File: src/rtl/alu_unit_pkg.sv
// alu_unit_pkg: shared definitions for the integer functional units.
//   - Datapath/tag widths (DATA_W, PREG_W) and the physical register tag type.
//   - RISC-V opcode / funct3 / funct7 field constants the ALU decodes.
//   - Reservation-station and ROB row typedefs that share the tag width.
//   - alu_op_e plus decode_op(): maps raw instruction fields to an ALU operation.
package alu_unit_pkg;

  localparam int DATA_W = 32;
  localparam int PREG_W = 6;

  typedef logic [PREG_W-1:0] preg_t;
  typedef logic [DATA_W-1:0] data_t;

  localparam logic [6:0] OP_IMM   = 7'b0010011;
  localparam logic [6:0] OP_REG   = 7'b0110011;
  localparam logic [6:0] OP_LOAD  = 7'b0000011;
  localparam logic [6:0] OP_STORE = 7'b0100011;

  localparam logic [2:0] F3_ADD = 3'b000;
  localparam logic [2:0] F3_XOR = 3'b100;
  localparam logic [2:0] F3_SRA = 3'b101;
  localparam logic [2:0] F3_AND = 3'b111;

  localparam logic [6:0] F7_BASE = 7'b0000000;
  localparam logic [6:0] F7_ALT  = 7'b0100000;

  // Rows held by the reservation stations and reorder buffer; both carry the
  // destination tag, so the width lives here with the ALU constants.
  typedef struct packed {
    logic       valid;
    logic [6:0] opcode;
    logic [2:0] func3;
    logic [6:0] func7;
    data_t      src1;
    data_t      src2;
    preg_t      dest;
  } rs_row_t;

  typedef struct packed {
    logic  valid;
    logic  done;
    preg_t dest;
  } rob_row_t;

  typedef enum logic [2:0] {
    ALU_NONE,
    ALU_ADD,
    ALU_SUB,
    ALU_AND,
    ALU_XOR,
    ALU_SRA
  } alu_op_e;

  // Unrecognised field combinations decode to ALU_NONE, which yields zero.
  function automatic alu_op_e decode_op(input logic [6:0] opcode,
                                        input logic [2:0] func3,
                                        input logic [6:0] func7);
    alu_op_e op;
    op = ALU_NONE;
    case (opcode)
      OP_IMM: begin
        if (func3 == F3_ADD)      op = ALU_ADD;
        else if (func3 == F3_AND) op = ALU_AND;
      end
      OP_REG: begin
        case (func3)
          F3_ADD: begin
            if (func7 == F7_BASE)     op = ALU_ADD;
            else if (func7 == F7_ALT) op = ALU_SUB;
          end
          F3_XOR:  op = ALU_XOR;
          F3_SRA:  if (func7 == F7_ALT) op = ALU_SRA;
          default: op = ALU_NONE;
        endcase
      end
      // Address generation: base plus already-extended offset.
      OP_LOAD, OP_STORE: op = ALU_ADD;
      default: op = ALU_NONE;
    endcase
    return op;
  endfunction

endpackage

File: src/rtl/alu_unit_if.sv
// alu_unit_if: fire/result bundle between dispatch and an integer functional unit.
//   master (dispatch): drives in_valid, opcode, func3, func7, src1, src2, dest_in;
//                      receives out_valid, dest_out, result.
//   slave  (unit):     the reverse.
interface alu_unit_if;
  import alu_unit_pkg::*;

  logic              in_valid;
  logic [6:0]        opcode;
  logic [2:0]        func3;
  logic [6:0]        func7;
  logic [DATA_W-1:0] src1;
  logic [DATA_W-1:0] src2;
  logic [PREG_W-1:0] dest_in;
  logic              out_valid;
  logic [PREG_W-1:0] dest_out;
  logic [DATA_W-1:0] result;

  modport master (
    output in_valid, opcode, func3, func7, src1, src2, dest_in,
    input  out_valid, dest_out, result
  );

  modport slave (
    input  in_valid, opcode, func3, func7, src1, src2, dest_in,
    output out_valid, dest_out, result
  );
endinterface

File: src/rtl/alu_unit_core.sv
// alu_core: purely combinational decode plus datapath.
//   i_opcode/i_func3/i_func7 : instruction fields of the fired op
//   i_src1/i_src2            : operands (src2 may be a pre-extended immediate)
//   o_result                 : computed value, modulo 2^DATA_W; zero if unrecognised
module alu_core
  import alu_unit_pkg::*;
(
  input  logic [6:0]        i_opcode,
  input  logic [2:0]        i_func3,
  input  logic [6:0]        i_func7,
  input  logic [DATA_W-1:0] i_src1,
  input  logic [DATA_W-1:0] i_src2,
  output logic [DATA_W-1:0] o_result
);

  alu_op_e w_op;

  always_comb begin
    w_op     = decode_op(i_opcode, i_func3, i_func7);
    o_result = '0;
    case (w_op)
      ALU_ADD: o_result = i_src1 + i_src2;
      ALU_SUB: o_result = i_src1 - i_src2;
      ALU_AND: o_result = i_src1 & i_src2;
      ALU_XOR: o_result = i_src1 ^ i_src2;
      // Only the low five bits of the shift amount matter.
      ALU_SRA: o_result = $signed(i_src1) >>> i_src2[4:0];
      default: o_result = '0;
    endcase
  end

endmodule

File: src/rtl/alu_unit.sv
// alu_unit: registered integer functional unit, one-cycle latency, no stalls.
//   clk : system clock, rising edge
//   rst : synchronous active-high reset; clears out_valid, result, dest_out
//   bus : alu_unit_if.slave -- fire inputs in, tagged result out
// out_valid tracks in_valid every cycle; result and dest_out only load on a
// fired op and otherwise hold their last value.
module alu_unit
  import alu_unit_pkg::*;
(
  input  logic      clk,
  input  logic      rst,
  alu_unit_if.slave bus
);

  logic [DATA_W-1:0] w_result;
  logic              r_out_valid;
  logic [DATA_W-1:0] r_result;
  logic [PREG_W-1:0] r_dest;

  alu_core u_core (
    .i_opcode (bus.opcode),
    .i_func3  (bus.func3),
    .i_func7  (bus.func7),
    .i_src1   (bus.src1),
    .i_src2   (bus.src2),
    .o_result (w_result)
  );

  always_ff @(posedge clk) begin
    if (rst) begin
      r_out_valid <= 1'b0;
      r_result    <= '0;
      r_dest      <= '0;
    end else begin
      r_out_valid <= bus.in_valid;
      if (bus.in_valid) begin
        r_result <= w_result;
        r_dest   <= bus.dest_in;
      end
    end
  end

  assign bus.out_valid = r_out_valid;
  assign bus.result    = r_result;
  assign bus.dest_out  = r_dest;

endmodule

File: src/flat_wrapper.sv
// flat-port wrapper written by rule: the top's interface ports become plain ports
module alu_unit_flat import alu_unit_pkg::*;
  (clk, rst, bus_in_valid, bus_opcode, bus_func3, bus_func7, bus_src1, bus_src2, bus_dest_in, bus_out_valid, bus_dest_out, bus_result);
  alu_unit_if bus_i ();
  input  logic clk;
  input  logic rst;
  input wire logic [$bits(bus_i.in_valid)-1:0] bus_in_valid;
  input wire logic [$bits(bus_i.opcode)-1:0] bus_opcode;
  input wire logic [$bits(bus_i.func3)-1:0] bus_func3;
  input wire logic [$bits(bus_i.func7)-1:0] bus_func7;
  input wire logic [$bits(bus_i.src1)-1:0] bus_src1;
  input wire logic [$bits(bus_i.src2)-1:0] bus_src2;
  input wire logic [$bits(bus_i.dest_in)-1:0] bus_dest_in;
  output wire logic [$bits(bus_i.out_valid)-1:0] bus_out_valid;
  output wire logic [$bits(bus_i.dest_out)-1:0] bus_dest_out;
  output wire logic [$bits(bus_i.result)-1:0] bus_result;
  assign bus_i.in_valid = bus_in_valid;
  assign bus_i.opcode = bus_opcode;
  assign bus_i.func3 = bus_func3;
  assign bus_i.func7 = bus_func7;
  assign bus_i.src1 = bus_src1;
  assign bus_i.src2 = bus_src2;
  assign bus_i.dest_in = bus_dest_in;
  assign bus_out_valid = bus_i.out_valid;
  assign bus_dest_out = bus_i.dest_out;
  assign bus_result = bus_i.result;
  alu_unit u_core (.clk(clk), .rst(rst), .bus(bus_i));
endmodule
File: config.mk
export PLATFORM = sky130hd
export DESIGN_NAME = alu_unit_flat
export DESIGN_NICKNAME = d
export VERILOG_FILES = /design/src/rtl/alu_unit_pkg.sv /design/src/rtl/alu_unit_if.sv /design/src/rtl/alu_unit_core.sv /design/src/rtl/alu_unit.sv /design/src/flat_wrapper.sv
export SDC_FILE = /design/constraint.sdc
export NUM_CORES = 1
export LEC_CHECK = 0
export ABC_AREA = 1
export CAP_MARGIN = 0
export CORE_ASPECT_RATIO = 1.75
export CORE_MARGIN = 3
export CORE_UTILIZATION = 50
export CTS_CLUSTER_DIAMETER = 40
export DETAILED_ROUTE_END_ITERATION = 10
export PLACE_DENSITY = 0.79
export SLEW_MARGIN = 30
export SYNTH_ARGS = -nofsm -noshare
export SYNTH_HDL_FRONTEND = slang
export SYNTH_SLANG_ARGS = --single-unit
File: constraint.sdc
create_clock -name clk -period 3.3 [get_ports clk]
set_input_delay 0.66 -clock clk [delete_from_list [all_inputs] [get_ports clk]]
set_output_delay 0.66 -clock clk [all_outputs]
set_load 0.1 [all_outputs]
==> results of run 1 <==
## through the flow
step	util, %	instance area, sq um
floorplan	-	7570
global placement	69.9	10200
detailed placement	69.9	10200
CTS	77.0	11200
## timing repair
item / in CTS
hold buffers: 0
pin swaps: 89
buffers inserted: 37
gates resized for setup: 215
endpoints found under the setup margin: 29
## cells by family after synthesis
| logic type | share of synthesized area [%] |
|---|---|
| AOI/OAI and AO/OA | 7.97 |
| xor gates and xnor gates | 4.17 |
| adders and majority gates | 10.8 |
| buffers and inverters | 11.5 |
| DFF | 10.3 |
| and+or+nand+nor | 55.2 |
## layer usage
| layer | global-route usage [%] | GRT overflow |
|---|---|---|
| met1 | 61.0 | 1 |
| met3 | 37.7 | 3 |
| met2 | 88.8 | 53 |
| met4 | 71.7 | 35 |
| met5 | 9.85 | 0 |
==> results.md, run 1 <==
- Status: aborted with a tool error
- Last flow stage reached: 5_1_grt
- First Err: [ERROR GRT-0232] Routing congestion too high. Check the congestion heatmap in the GUI.
- Top-count cell post-synth: nand2_1
- Syn Nets: 1,570
- Routability cong.: 1.04
- Largest area contributor in the netlist: nand2_1
- Worst_ep grt: u_core.bus.result[27]$_SDFFE_PP0P_/D
- Register area share after synthesis: 10.3%
- Row count: 58
- GRT Resource Usage Total: 64.4%
- I/O Pins: 129
- Post-synthesis cell area: 7570 sq um
- Yosys warnings: 0
- Main synth FF type: dfxtp_1
- FFs w/ async S/R, synth: 0%
- Mapped Avg Cell Area: 5.35 sq um
- Worst ep type: register data pin
- Largest net degree at the start of global routing: 38
- Dpl cells: ~1.9k
- Overflow after GRT: 92
- Unique masters post-synth: 43
- Synthesized flop and latch total: 39
- PortBufs: 128
- CTS buffer count: 5
- Post-DP HPWL: 29,000 microns
- Die W: 99.0 microns
- Gate Count Post-Synth: roughly 1.4k
- CTS Root Cell: clkbuf_16
- Clock Tree Buf Depth: 2
- Top post-synthesis cells by count: nand2_1, nand3_1, inv_1, nor2_1
- Die height: between 150 and 200 microns
- CTS sink count: 39
- CTS H-tree lvls: 2
- Share of the synthesized area in the top cell type: 23.1%
- Initial core utilization: between 50% and 60%
- Synth top area cells: nand2_1, nand3_1, ha_1, dfxtp_1, inv_1
- Pre-CTS WS: -0.975 ns
- Post-synth EDFFs: 0
==> run 2: changes to the inputs <==
Settings changed: CORE_ASPECT_RATIO 1.75 to not set, CORE_UTILIZATION 50 to 40, CTS_CLUSTER_DIAMETER 40 to not set, PLACE_DENSITY 0.79 to not set, PLACE_DENSITY_LB_ADDON set to 0.15.
Clock period 3.3 ns to 4.3 ns, I/O delays scaled along.
==> run 2 against run 1 <==
The run now ends clean; synthesized area is the same; synthesized cell count is the same.
==> results.md, run 2 <==
- TritonRoute pass-1 iters: 5
- CTS tree: done
- GR Util met1: 40.0%
- CTS buffer count: 5 (unchanged)
- Die W: 144 microns (was 99.0 microns)
- Vias in the first global route: between 8k and 9k
- Dpl cells: 1,790 (was 1,869)
- Synth top area cells: nand2_1, nand3_1, ha_1, dfxtp_1, inv_1 (unchanged)
- Gate Count Post-Synth: 1,415 (unchanged)
- CP Launch Type: primary input
- Hold Path Class: reg2reg
- First-pass GRT wire length: 48,300 microns
- Placed instance area: 9390 sq um (was 10,200 sq um)
- Commonest non-fill, non-tap cell in the layout: nand2_1
- PortBufs: 128 (unchanged)
- Initial core utilization: 41.4% (was 51.9%)
- Mapped Avg Cell Area: 5.35 sq um (unchanged)
- Critical Path RT: about 4.5 ns
- Met2 Use GR: 50.2%
- Core Footprint: 18,300 sq um
- Clk_lat worst skew: 0.29 ns
- Final setup violation count: 0
- WL/cell: 17.7 microns
- Vias/cell: 5.52
- Pre-CTS WS: -0.122 ns (was -0.975 ns)
- Iter 0 DRT Violations: 996
- Rel. slew slack: 32.4%
- Status: complete, no violations (was aborted with a tool error)
- Hold Fails Final Rpt: 0
- Sequential Area: 781 sq um
- Final Slew Violations: 0
- Post-synthesis cell area: 7570 sq um (unchanged)
- Die height: 144 microns (was 169 microns)
- Worst Path Arrival: 4.26 ns
- Largest area contributor in the netlist: nand2_1 (unchanged)
- Post-synth EDFFs: 0 (unchanged)
- Max-Cap Viols: 0
- GRT Resource Usage Total: 30.1%
- Largest net degree at the start of global routing: 44
- Nets: 1,724
- Clock slew at the register clock pins of the worst setup and hold paths: 0.07 ns
- Top post-synthesis cells by count: nand2_1, nand3_1, inv_1, nor2_1 (unchanged)
- Synth-to-Final Area Change: 27.1%
- Final min period: 4.07 ns
- Antenna Violating Nets Remaining: 0
- Worst-Margin Slew: between 1 and 1.5 ns
- Antenna violations before repair: 0
- Number of flip-flops in the largest register: 32
- VDD IR max: ~0.00016 V
- Unique masters post-synth: 43 (unchanged)
- Register area share after synthesis: 10.3% (unchanged)
- PwrDens: 184 nW/um^2
- Fillers: 2,028
- I/O Pins: 129 (unchanged)
- Die ar.: 20,600 sq um
- CTS sink count: 39 (unchanged)
- Share of cells above drive strength 1: 8.85%
- Leak pwr: 4.91 nW
- Hold_buf cts: 0 (unchanged)
- Clock Tree Buf Depth: 2 (unchanged)
- GRT busiest layer: met2
- FFs w/ async S/R, synth: 0% (unchanged)
- Top-count cell post-synth: nand2_1 (unchanged)
- Worst setup path class: in2reg
- Post-route insts no fill: 1,799
- Vias: 9,927
- Routability cong.: 0.998 (was 1.04)
- Drt drc: 0
- Combined area of the multi-input logic cells: 5970 sq um
- Commonest cells after routing, fill and taps aside: nand2_1, nand3_1, inv_1
- Main synth FF type: dfxtp_1 (unchanged)
- Worst Skew: 0 ns
- Syn Nets: 1,570 (unchanged)
- Final WS setup: 0.232 ns
- CP endpoint kind: flop
- Synthesized flop and latch total: 39 (unchanged)
- Met3 global-route usage: 4.46%
- # diodes: 0
- Post-DP HPWL: 26,300 microns (was 29,000 microns)
- CTS Root Cell: clkbuf_16 (unchanged)
- Row count: 49 (was 58)
- Yosys warnings: 0 (unchanged)
- Fin crit share: 94.6%
- CP max FO: 5
- Share of the synthesized area in the top cell type: 23.1% (unchanged)
- FMAX: 246 MHz
- Post-layout instance area: 9620 sq um
- CTS H-tree lvls: 2 (unchanged)
- Final wirelength: 31,900 microns
- Hold WS: approximately 0.46 ns
- Overflow after GRT: 0
[run 2: cell counts after synthesis]
Identical to the previous run, type by type.
[run 2: cells by family after synthesis]
family | after synthesis | synth area share (%)
AND/OR/NAND/NOR | 953 | 55.2
flip-flops | 39 | 10.3
adder cells (fa/ha/maj) | 65 | 10.8
XOR/XNOR | 36 | 4.17
buffers and inverters | 211 | 11.5
AO/OA/AOI/OAI | 111 | 7.97
[run 2: worst max-delay path: stages]
cell	delay (ns)
clkdlybuf4s50_1	0.53
buf_4	0.20
inv_2	0.06
nand3_1	0.07
nand2_1	0.06
nand2_1	0.05
nand2_1	0.06
nand2_2	0.06
and3_1	0.21
a31oi_1	0.18
xor2_1	0.09
ha_1	0.35
nand2_1	0.09
nor2_1	0.19
inv_1	0.06
nor2_1	0.10
nand2_1	0.09
nand2_1	0.22
nand2_1	0.13
nand2_1	0.11
nand2_1	0.06
nand3_1	0.12
nand4_1	0.18
nand2_1	0.10
inv_1	0.04
[run 2: metrics by stage]
step | TNS [ns] | util [%] | power (W)
floorplan | 0 | - | 0.000961
global placement | -0.149 | 51.4 | 0.00131
detailed placement | -0.325 | 51.4 | 0.00132
CTS | 0 | 52.3 | 0.00176
global route | -0.0272 | 52.6 | 0.00189
finish | 0 | 52.6 | 0.00177
[run 2: per-layer routing]
layer,wire length (microns),vias to the layer above
met3,2470,67
met5,0,-
met4,1080,0
met1,13600,4529
met2,14800,420
li1,-,4911
[run 2: final cells by class]
cell class	instances	area share, %
flip-flops and latches	39	8.12
clock inverters	3	0.455
repair buffers	200	18.9
well taps	229	2.98
multi-input cells	1165	62.1
clock buffers	5	1.30
inverters	158	6.18
[run 2: final timing paths]
check                              from                    end  slack [ns]  cells after the start
setup reg to reg  u_core.bus.result[13]  u_core.bus.result[13]        3.55                      4
setup / recovery           bus_func3[1]  u_core.bus.result[21]        0.23                     25
hold reg to reg    u_core.bus.result[1]   u_core.bus.result[1]        0.46                      2
hold / removal     u_core.bus.result[1]   u_core.bus.result[1]        0.46                      2
[run 2: power by group]
part           internal [W]  leakage [nW]  switching, W  total, W
sequential         0.000374         0.319    0.00000672  0.000381
clock              0.000274        0.0838      0.000165  0.000439
combinational      0.000350          4.51      0.000603  0.000953
total              0.000997          4.91      0.000775   0.00177
[run 2: repair_timing]
| item | in CTS | in global routing |
|---|---|---|
| setup endpoints to repair | 0 | 10 |
| resized for setup | 0 | 14 |
| setup buffers | 0 | 1 |
(Power assumes the default switching activity.)
==> run 3: changes to the inputs <==
Settings changed: CORE_ASPECT_RATIO set to 1.1, SETUP_SLACK_MARGIN set to 0.15.
Clock period 4.3 ns to 4.1 ns, I/O delays scaled along.
==> run 3 against run 2 <==
Final area rose by 10%; combinational power up 20%; via count grew 4.8%; count of clock-buffer cells in the layout is the same.
==> results.md, run 3 (synthesis gave the netlist of run 2 again) <==
- Vias in the first global route: 9,774 (was 8,905)
- Antenna violations before repair: 0 (unchanged)
- Antenna Violating Nets Remaining: 0 (unchanged)
- Max-Cap Viols: 0 (unchanged)
- Post-DP HPWL: 26,900 microns (was 26,300 microns)
- RR Startpoint: u_core.bus.result[14] (was u_core.bus.result[13])
- Worst-Margin Slew: 1.01 ns (about the same)
- Reg-to-reg endpoint: u_core.bus.result[14] (was u_core.bus.result[13])
- Row count: 52 (was 49)
- Final WS setup: 0.271 ns (was 0.232 ns)
- Pre-CTS WS: -0.401 ns (was -0.122 ns)
- Largest net degree at the start of global routing: 34 (was 44)
- TritonRoute pass-1 iters: 5 (unchanged)
- Int Pwr: 0.00114 W (was 0.000997 W)
- Final min period: 3.83 ns
- Cells on Worst Hold Path: 2 (unchanged)
- FMAX: 261 MHz
- Hold WS: 0.467 ns (was 0.463 ns)
- Vias: 10.4k (was 9,927)
- Vias/cell: 5.49 (was 5.52)
- Commonest cells after routing, fill and taps aside: nand2_1, nand3_1, buf_4 (was nand2_1, nand3_1, inv_1)
- Hold path start: u_core.bus.result[7] (was u_core.bus.result[1])
- Commonest non-fill, non-tap cell in the layout: nand2_1 (unchanged)
- CP max-delay cell: clkdlybuf4s50_1 (unchanged)
- Clock slew at the register clock pins of the worst setup and hold paths: 0.07 ns (about the same)
- WL/cell: 17.6 microns (was 17.7 microns)
- Core Footprint: 18,500 sq um (was 18,300 sq um)
- Die ar.: 20,600 sq um (about the same)
- I/O Pins: 129 (unchanged)
- Final core utilization: 57.3% (was 52.6%)
- PwrDens: 189 nW/um^2 (was 184 nW/um^2)
- CP endpoint kind: flop (unchanged)
- Worst Skew: 0 ns (unchanged)
- CTS tree: done (unchanged)
- Clock Tree Buf Depth: 2 (unchanged)
- Die W: 137 microns (was 144 microns)
- Worst setup path class: in2reg (unchanged)
- Final wirelength: 33,300 microns (was 31,900 microns)
- Number of flip-flops in the largest register: 32 (unchanged)
- CTS Root Cell: clkbuf_16 (unchanged)
- Worst Path Arrival: 4.05 ns (was 4.26 ns)
- Switch share: 42.9% (was 43.7%)
- Hold Fails Final Rpt: 0 (unchanged)
- VDD IR max: 0.000160 V (was 0.000156 V)
- Drt drc: 0 (unchanged)
- Cell Chain, Critical Path: clkdlybuf4s50_1 > buf_4 > inv_1 > nand3_1 > nor2_2 > nand2_2 > nor2_4 > nand2_2 > nor2_4 > inv_1 > o21ai_2 > xor2_1 > ha_2 > nand2_1 > nand2_1 > o21bai_2 > o21bai_1 > a21oi_2 > nand2_1 > nand2_1 > nand3_1 > a21oi_1
- Critical Path RT: 4.32 ns (was 4.49 ns)
- Leak pwr: 5.42 nW (was 4.91 nW)
- Post-route insts no fill: 1,895 (was 1,799)
- Combinational power share: 57.0% (was 53.8%)
- CTS buffer count: 5 (unchanged)
- CP Launch Type: primary input (unchanged)
- Synth-to-Final Area Change: 39.8% (was 27.1%)
- Slowest cell delay on critical path: 0.46 ns (was 0.53 ns)
- Worst Hold Path EP: u_core.bus.result[7] (was u_core.bus.result[1])
- Status: complete, no violations (unchanged)
- RSZ-0062 raised after global routing: yes
- # diodes: 0 (unchanged)
- CTS sink count: 39 (unchanged)
- Share of cells above drive strength 1: 17.4% (was 8.85%)
- PortBufs: 128 (unchanged)
- Clk_lat worst skew: 0.28 ns (was 0.29 ns)
- GRT Resource Usage Total: 31.5% (was 30.1%)
- Fin crit share: ~93%
- Register share of total power: 20.0% (was 21.5%)
- Critical path's most frequent cell: nand2_1 (unchanged)
- Dpl cells: 1,876 (was 1,790)
- CP max FO: 4 (was 5)
- P_sw: 0.000857 W (was 0.000775 W)
- Final setup violation count: 0 (unchanged)
- First-pass GRT wire length: 50,700 microns (was 48,300 microns)
- CTS H-tree lvls: 2 (unchanged)
- R2R setup slack: 3.32 ns (was 3.55 ns)
- Nets: 1,806 (was 1,724)
- Rel. slew slack: 32.5% (was 32.4%)
- Final Slew Violations: 0 (unchanged)
- Routability cong.: 1.07 (was 0.998)
- Hold Path Class: reg2reg (unchanged)
- Die height: 150 microns (was 144 microns)
- Iter 0 DRT Violations: 987 (was 996)
- Overflow after GRT: 0 (unchanged)
- Initial core utilization: 41.0% (was 41.4%)
- Clock share of power: 23.0% (was 24.8%)
- Reg2Reg Depth: 4 (unchanged)
==> run 3: cell types whose count changed in the layout (fill, tap and decap cells not counted), sizes merged <==
cell / previous run / this run
clkdlybuf4s50: 127 / 119
buf: 73 / 155
dlygate4sd2: 0 / 1
dlymetal6s2s: 0 / 7
==> run 3: per-layer routing <==
layer	vias to the layer above	wire length (microns)	GRT usage [%]
li1	5069	-	-
met1	4759	13700	39.7
met2	464	15400	52.4
met3	113	2360	4.21
met4	0	1940	15.9
met5	-	0	0
==> run 3: worst max-delay path: cells and delay by family <==
kind	cells	cell delay, ns
AOI/OAI and AO/OA	5	0.86
and+or+nand+nor	11	1.11
xor gates and xnor gates	1	0.18
buffers and inverters	4	0.75
adders and majority gates	1	0.34
==> run 3: power groups by stage <==
stage	logic, W	registers (W)	clock network (W)
global placement	0.00105	0.000408	0
floorplan	0.000507	0.000501	0
CTS	0.00107	0.000400	0.000466
finish	0.00114	0.000400	0.000459
detailed placement	0.00106	0.000408	0
global route	0.00124	0.000401	0.000479
==> run 3: timing repair <==
action                     in CTS  in global routing
gates resized for setup        18                 91
hold endpoints to repair        0                  0
pin swaps                       3                 34
cloned                          0                  0
buffers inserted                2                  9
hold buffers                    0                  0
setup endpoints to repair       8                 24
==> run 3: stage by stage <==
step / area, sq um / setup TNS, ns / total power (W)
final: 10600 / 0 / 0.00200
after global routing: 10600 / 0 / 0.00212
after CTS: 10200 / 0 / 0.00194
after detailed placement: 9950 / -3.16 / 0.00147
after global placement: 9950 / -2.62 / 0.00146
after floorplan: 7570 / 0 / 0.00101
==> run 3: area by class of cell <==
class | instances | area, sq um
Clock buffer | 5 | 125
Clock inverter | 3 | 43.8
Fill cell | 1958 | 7900
Inverter | 158 | 594
Multi-Input combinational cell | 1165 | 6260
Sequential cell | 39 | 781
Tap cell | 243 | 304
Timing Repair Buffer | 282 | 2470
==> run 3: worst max-delay path by stage <==
stage	from	slack [ns]	endpoint
after floorplan	bus_src2[1]	0.56	u_core.bus.result[28]
after global placement	bus_src2[4]	-0.35	u_core.bus.result[27]
after detailed placement	bus_src2[0]	-0.40	u_core.bus.result[28]
after CTS	bus_src2[1]	0.15	u_core.bus.result[27]
after global routing	bus_src2[6]	0.12	u_core.bus.result[29]
final	bus_src2[6]	0.27	u_core.bus.result[27]
==> run 4: changes to the inputs <==
Clock period 4.1 ns to 4.2 ns, I/O delays scaled along.
==> run 4 against run 3 <==
Critical path depth rose by 2; global-route usage shrank 0.45 points; sequential power fell by 3%; via count is 2.6% lower; worst hold slack worse by 0.0022 ns; wire length shrank 1.9%; setup slack improved by 0.063 ns; utilization shrank 2.3 points; final area decreased by 4.0%.
==> results.md, run 4 (synthesis gave the netlist of run 2 again) <==
- # diodes: 0 (unchanged)
- CTS Root Cell: clkbuf_16 (unchanged)
- Clk_lat worst skew: 0.29 ns (was 0.28 ns)
- Hold Path Class: reg2reg (unchanged)
- CP max-delay cell: clkdlybuf4s50_1 (unchanged)
- CTS buffer count: 5 (unchanged)
- Antenna Violating Nets Remaining: 0 (unchanged)
- FMAX: 259 MHz
- Combinational power share: 54.9% (was 57.0%)
- Met3 global-route usage: 3.58% (was 4.21%)
- Final wirelength: 32,700 microns (was 33,300 microns)
- Synth-to-Final Area Change: 34.2% (was 39.8%)
- VDD IR max: 0.000179 V (was 0.000160 V)
- GRT Resource Usage Total: 31.0% (was 31.5%)
- Setup TNS: 0 ns (unchanged)
- Vias: 10.1k (was 10.4k)
- Commonest non-fill, non-tap cell in the layout: nand2_1 (unchanged)
- Rel. slew slack: 32.9% (was 32.5%)
- CTS tree: done (unchanged)
- Iter 0 DRT Violations: 961 (was 987)
- GRT busiest layer: met2 (unchanged)
- Commonest cells after routing, fill and taps aside: nand2_1, nand3_1, inv_1 (was nand2_1, nand3_1, buf_4)
- Clock Tree Buf Depth: 2 (unchanged)
- Fin crit share: between 90 and 100%
- CP max FO: 4 (unchanged)
- Leak pwr: 5.16 nW (was 5.42 nW)
- Die height: 150 microns (unchanged)
- Slowest cell delay on critical path: 0.44 ns (was 0.46 ns)
- Cell Chain, Critical Path: clkdlybuf4s50_1 > clkinv_2 > buf_4 > nand3_4 > inv_2 > nand2_2 > nor2_4 > nand4_1 > nor3_2 > buf_4 > a21oi_1 > xnor2_1 > ha_1 > nand2_1 > inv_1 > nand2_2 > o21ai_2 > inv_1 > nand3_1 > nand2_1 > nand3_1 > nand2_1 > o21ai_2 > inv_1 (was clkdlybuf4s50_1 > buf_4 > inv_1 > nand3_1 > nor2_2 > nand2_2 > nor2_4 > nand2_2 > nor2_4 > inv_1 > o21ai_2 > xor2_1 > ha_2 > nand2_1 > nand2_1 > o21bai_2 > o21bai_1 > a21oi_2 > nand2_1 > nand2_1 > nand3_1 > a21oi_1)
- CP endpoint kind: flop (unchanged)
- Drt drc: 0 (unchanged)
- Clock slew at the register clock pins of the worst setup and hold paths: 0.06 ns (was 0.07 ns)
- Hold Fails Final Rpt: 0 (unchanged)
- GR Util met1: 40.1% (was 39.7%)
- Worst Skew: 0 ns (unchanged)
- Nets: 1,766 (was 1,806)
- Dpl cells: 1,842 (was 1,876)
- Clock share of power: 24.7% (was 23.0%)
- Vias/cell: 5.46 (was 5.49)
- P_sw: 0.000820 W (was 0.000857 W)
- PwrDens: 187 nW/um^2 (was 189 nW/um^2)
- PortBufs: 128 (unchanged)
- Post-route insts no fill: 1,855 (was 1,895)
- Largest net degree at the start of global routing: 42 (was 34)
- Final setup violation count: 0 (unchanged)
- CTS sink count: 39 (unchanged)
- Status: complete, no violations (unchanged)
- Overflow after GRT: 0 (unchanged)
- I/O Pins: 129 (unchanged)
- Antenna violations before repair: 0 (unchanged)
- Worst Path Arrival: 4.05 ns (about the same)
- First-pass GRT wire length: 49,700 microns (was 50,700 microns)
- Max-Cap Viols: 0 (unchanged)
- Core Footprint: 18,500 sq um (unchanged)
- Met2 Use GR: 52.8% (was 52.4%)
- CP Launch Type: primary input (unchanged)
- Number of flip-flops in the largest register: 32 (unchanged)
- Register share of total power: 20.5% (was 20.0%)
- Final min period: 3.87 ns
- Share of cells above drive strength 1: 14.1% (was 17.4%)
- WL/cell: 17.6 microns (about the same)
- Vias in the first global route: 9,287 (was 9,774)
- Die ar.: 20,600 sq um (unchanged)
- Worst-Margin Slew: 1.00 ns (was 1.01 ns)
- Initial core utilization: 41.0% (unchanged)
- Switch share: 43.1% (was 42.9%)
- CTS H-tree lvls: 2 (unchanged)
- Routability cong.: 1.05 (was 1.07)
- Post-DP HPWL: 26,700 microns (was 26,900 microns)
- Critical Path RT: 4.39 ns (was 4.32 ns)
- Die W: 137 microns (unchanged)
- Int Pwr: 0.00108 W (was 0.00114 W)
- RSZ-0062 raised after global routing: yes (unchanged)
- TritonRoute pass-1 iters: 7 (was 5)
- Worst setup path class: in2reg (unchanged)
- Final Slew Violations: 0 (unchanged)
- Row count: 52 (unchanged)
- Post-layout instance area: 10,200 sq um (was 10,600 sq um)
- Placed instance area: 9700 sq um (was 9950 sq um)
[run 4: changes by cell type in the layout (fill, tap and decap cells not counted), sizes merged]
cell / previous run / this run
buf: 155 / 115
clkbuf: 5 / 6
clkdlybuf4s50: 119 / 122
clkinv: 4 / 3
dlygate4sd2: 1 / 0
dlymetal6s2s: 7 / 5
[run 4: final timing paths]
kind	start	endpoint	slack (ns)	cells after the start
worst min register to register	u_core.bus.result[2]	u_core.bus.result[2]	0.47	2
worst max register to register	u_core.bus.result[13]	u_core.bus.result[13]	3.45	4
worst max-delay path	bus_src2[2]	u_core.bus.result[23]	0.33	24
worst min-delay path	u_core.bus.result[2]	u_core.bus.result[2]	0.47	2
[run 4: power by group through the flow]
stage | clock, W | sequential [W] | combinational [W]
floorplan | 0 | 0.000489 | 0.000495
finish | 0.000469 | 0.000390 | 0.00104
global route | 0.000484 | 0.000391 | 0.00114
CTS | 0.000471 | 0.000390 | 0.000997
global placement | 0 | 0.000398 | 0.000986
detailed placement | 0 | 0.000398 | 0.000989
[run 4: cell type report]
| cell class | count | area [sq um] |
|---|---|---|
| clock buffer | 6 | 139 |
| clock inverter | 2 | 35.0 |
| fill | 1948 | 8320 |
| inverter | 158 | 594 |
| multi-input combinational | 1165 | 6160 |
| sequential | 39 | 781 |
| tap | 243 | 304 |
| timing repair buffer | 242 | 2140 |
[run 4: timing repair]
item | in CTS | in global routing
endpoints found under the setup margin | 7 | 23
setup buffers | 1 | 4
gates resized for setup | 6 | 69
pin swaps | 1 | 26
hold buffers | 0 | 0
[run 4: worst max-delay path, delay by kind of cell]
family          cells  cell delay, ns
compound gates      3            0.42
buf+inv             8            1.11
simple gates       11            1.19
xor+xnor            1            0.14
fa+ha+maj           1            0.36
[run 4: per-stage QoR]
step                setup slack (ns)  total power, W  util [%]  hold slack, ns
floorplan                      0.640        0.000983         -           0.906
global placement              -0.295         0.00138      52.5           0.453
detailed placement            -0.323         0.00139      52.5           0.458
CTS                            0.125         0.00186      53.5           0.468
global route                  0.0934         0.00201      55.0           0.483
finish                         0.334         0.00190      55.0           0.465
[run 4: metal layers]
layer  vias to the layer above  wire length (microns)
li1                       5004                      -
met3                        80                   2590
met2                       458                  15500
met1                      4595                  13300
met4                         0                   1370
met5                         -                      0
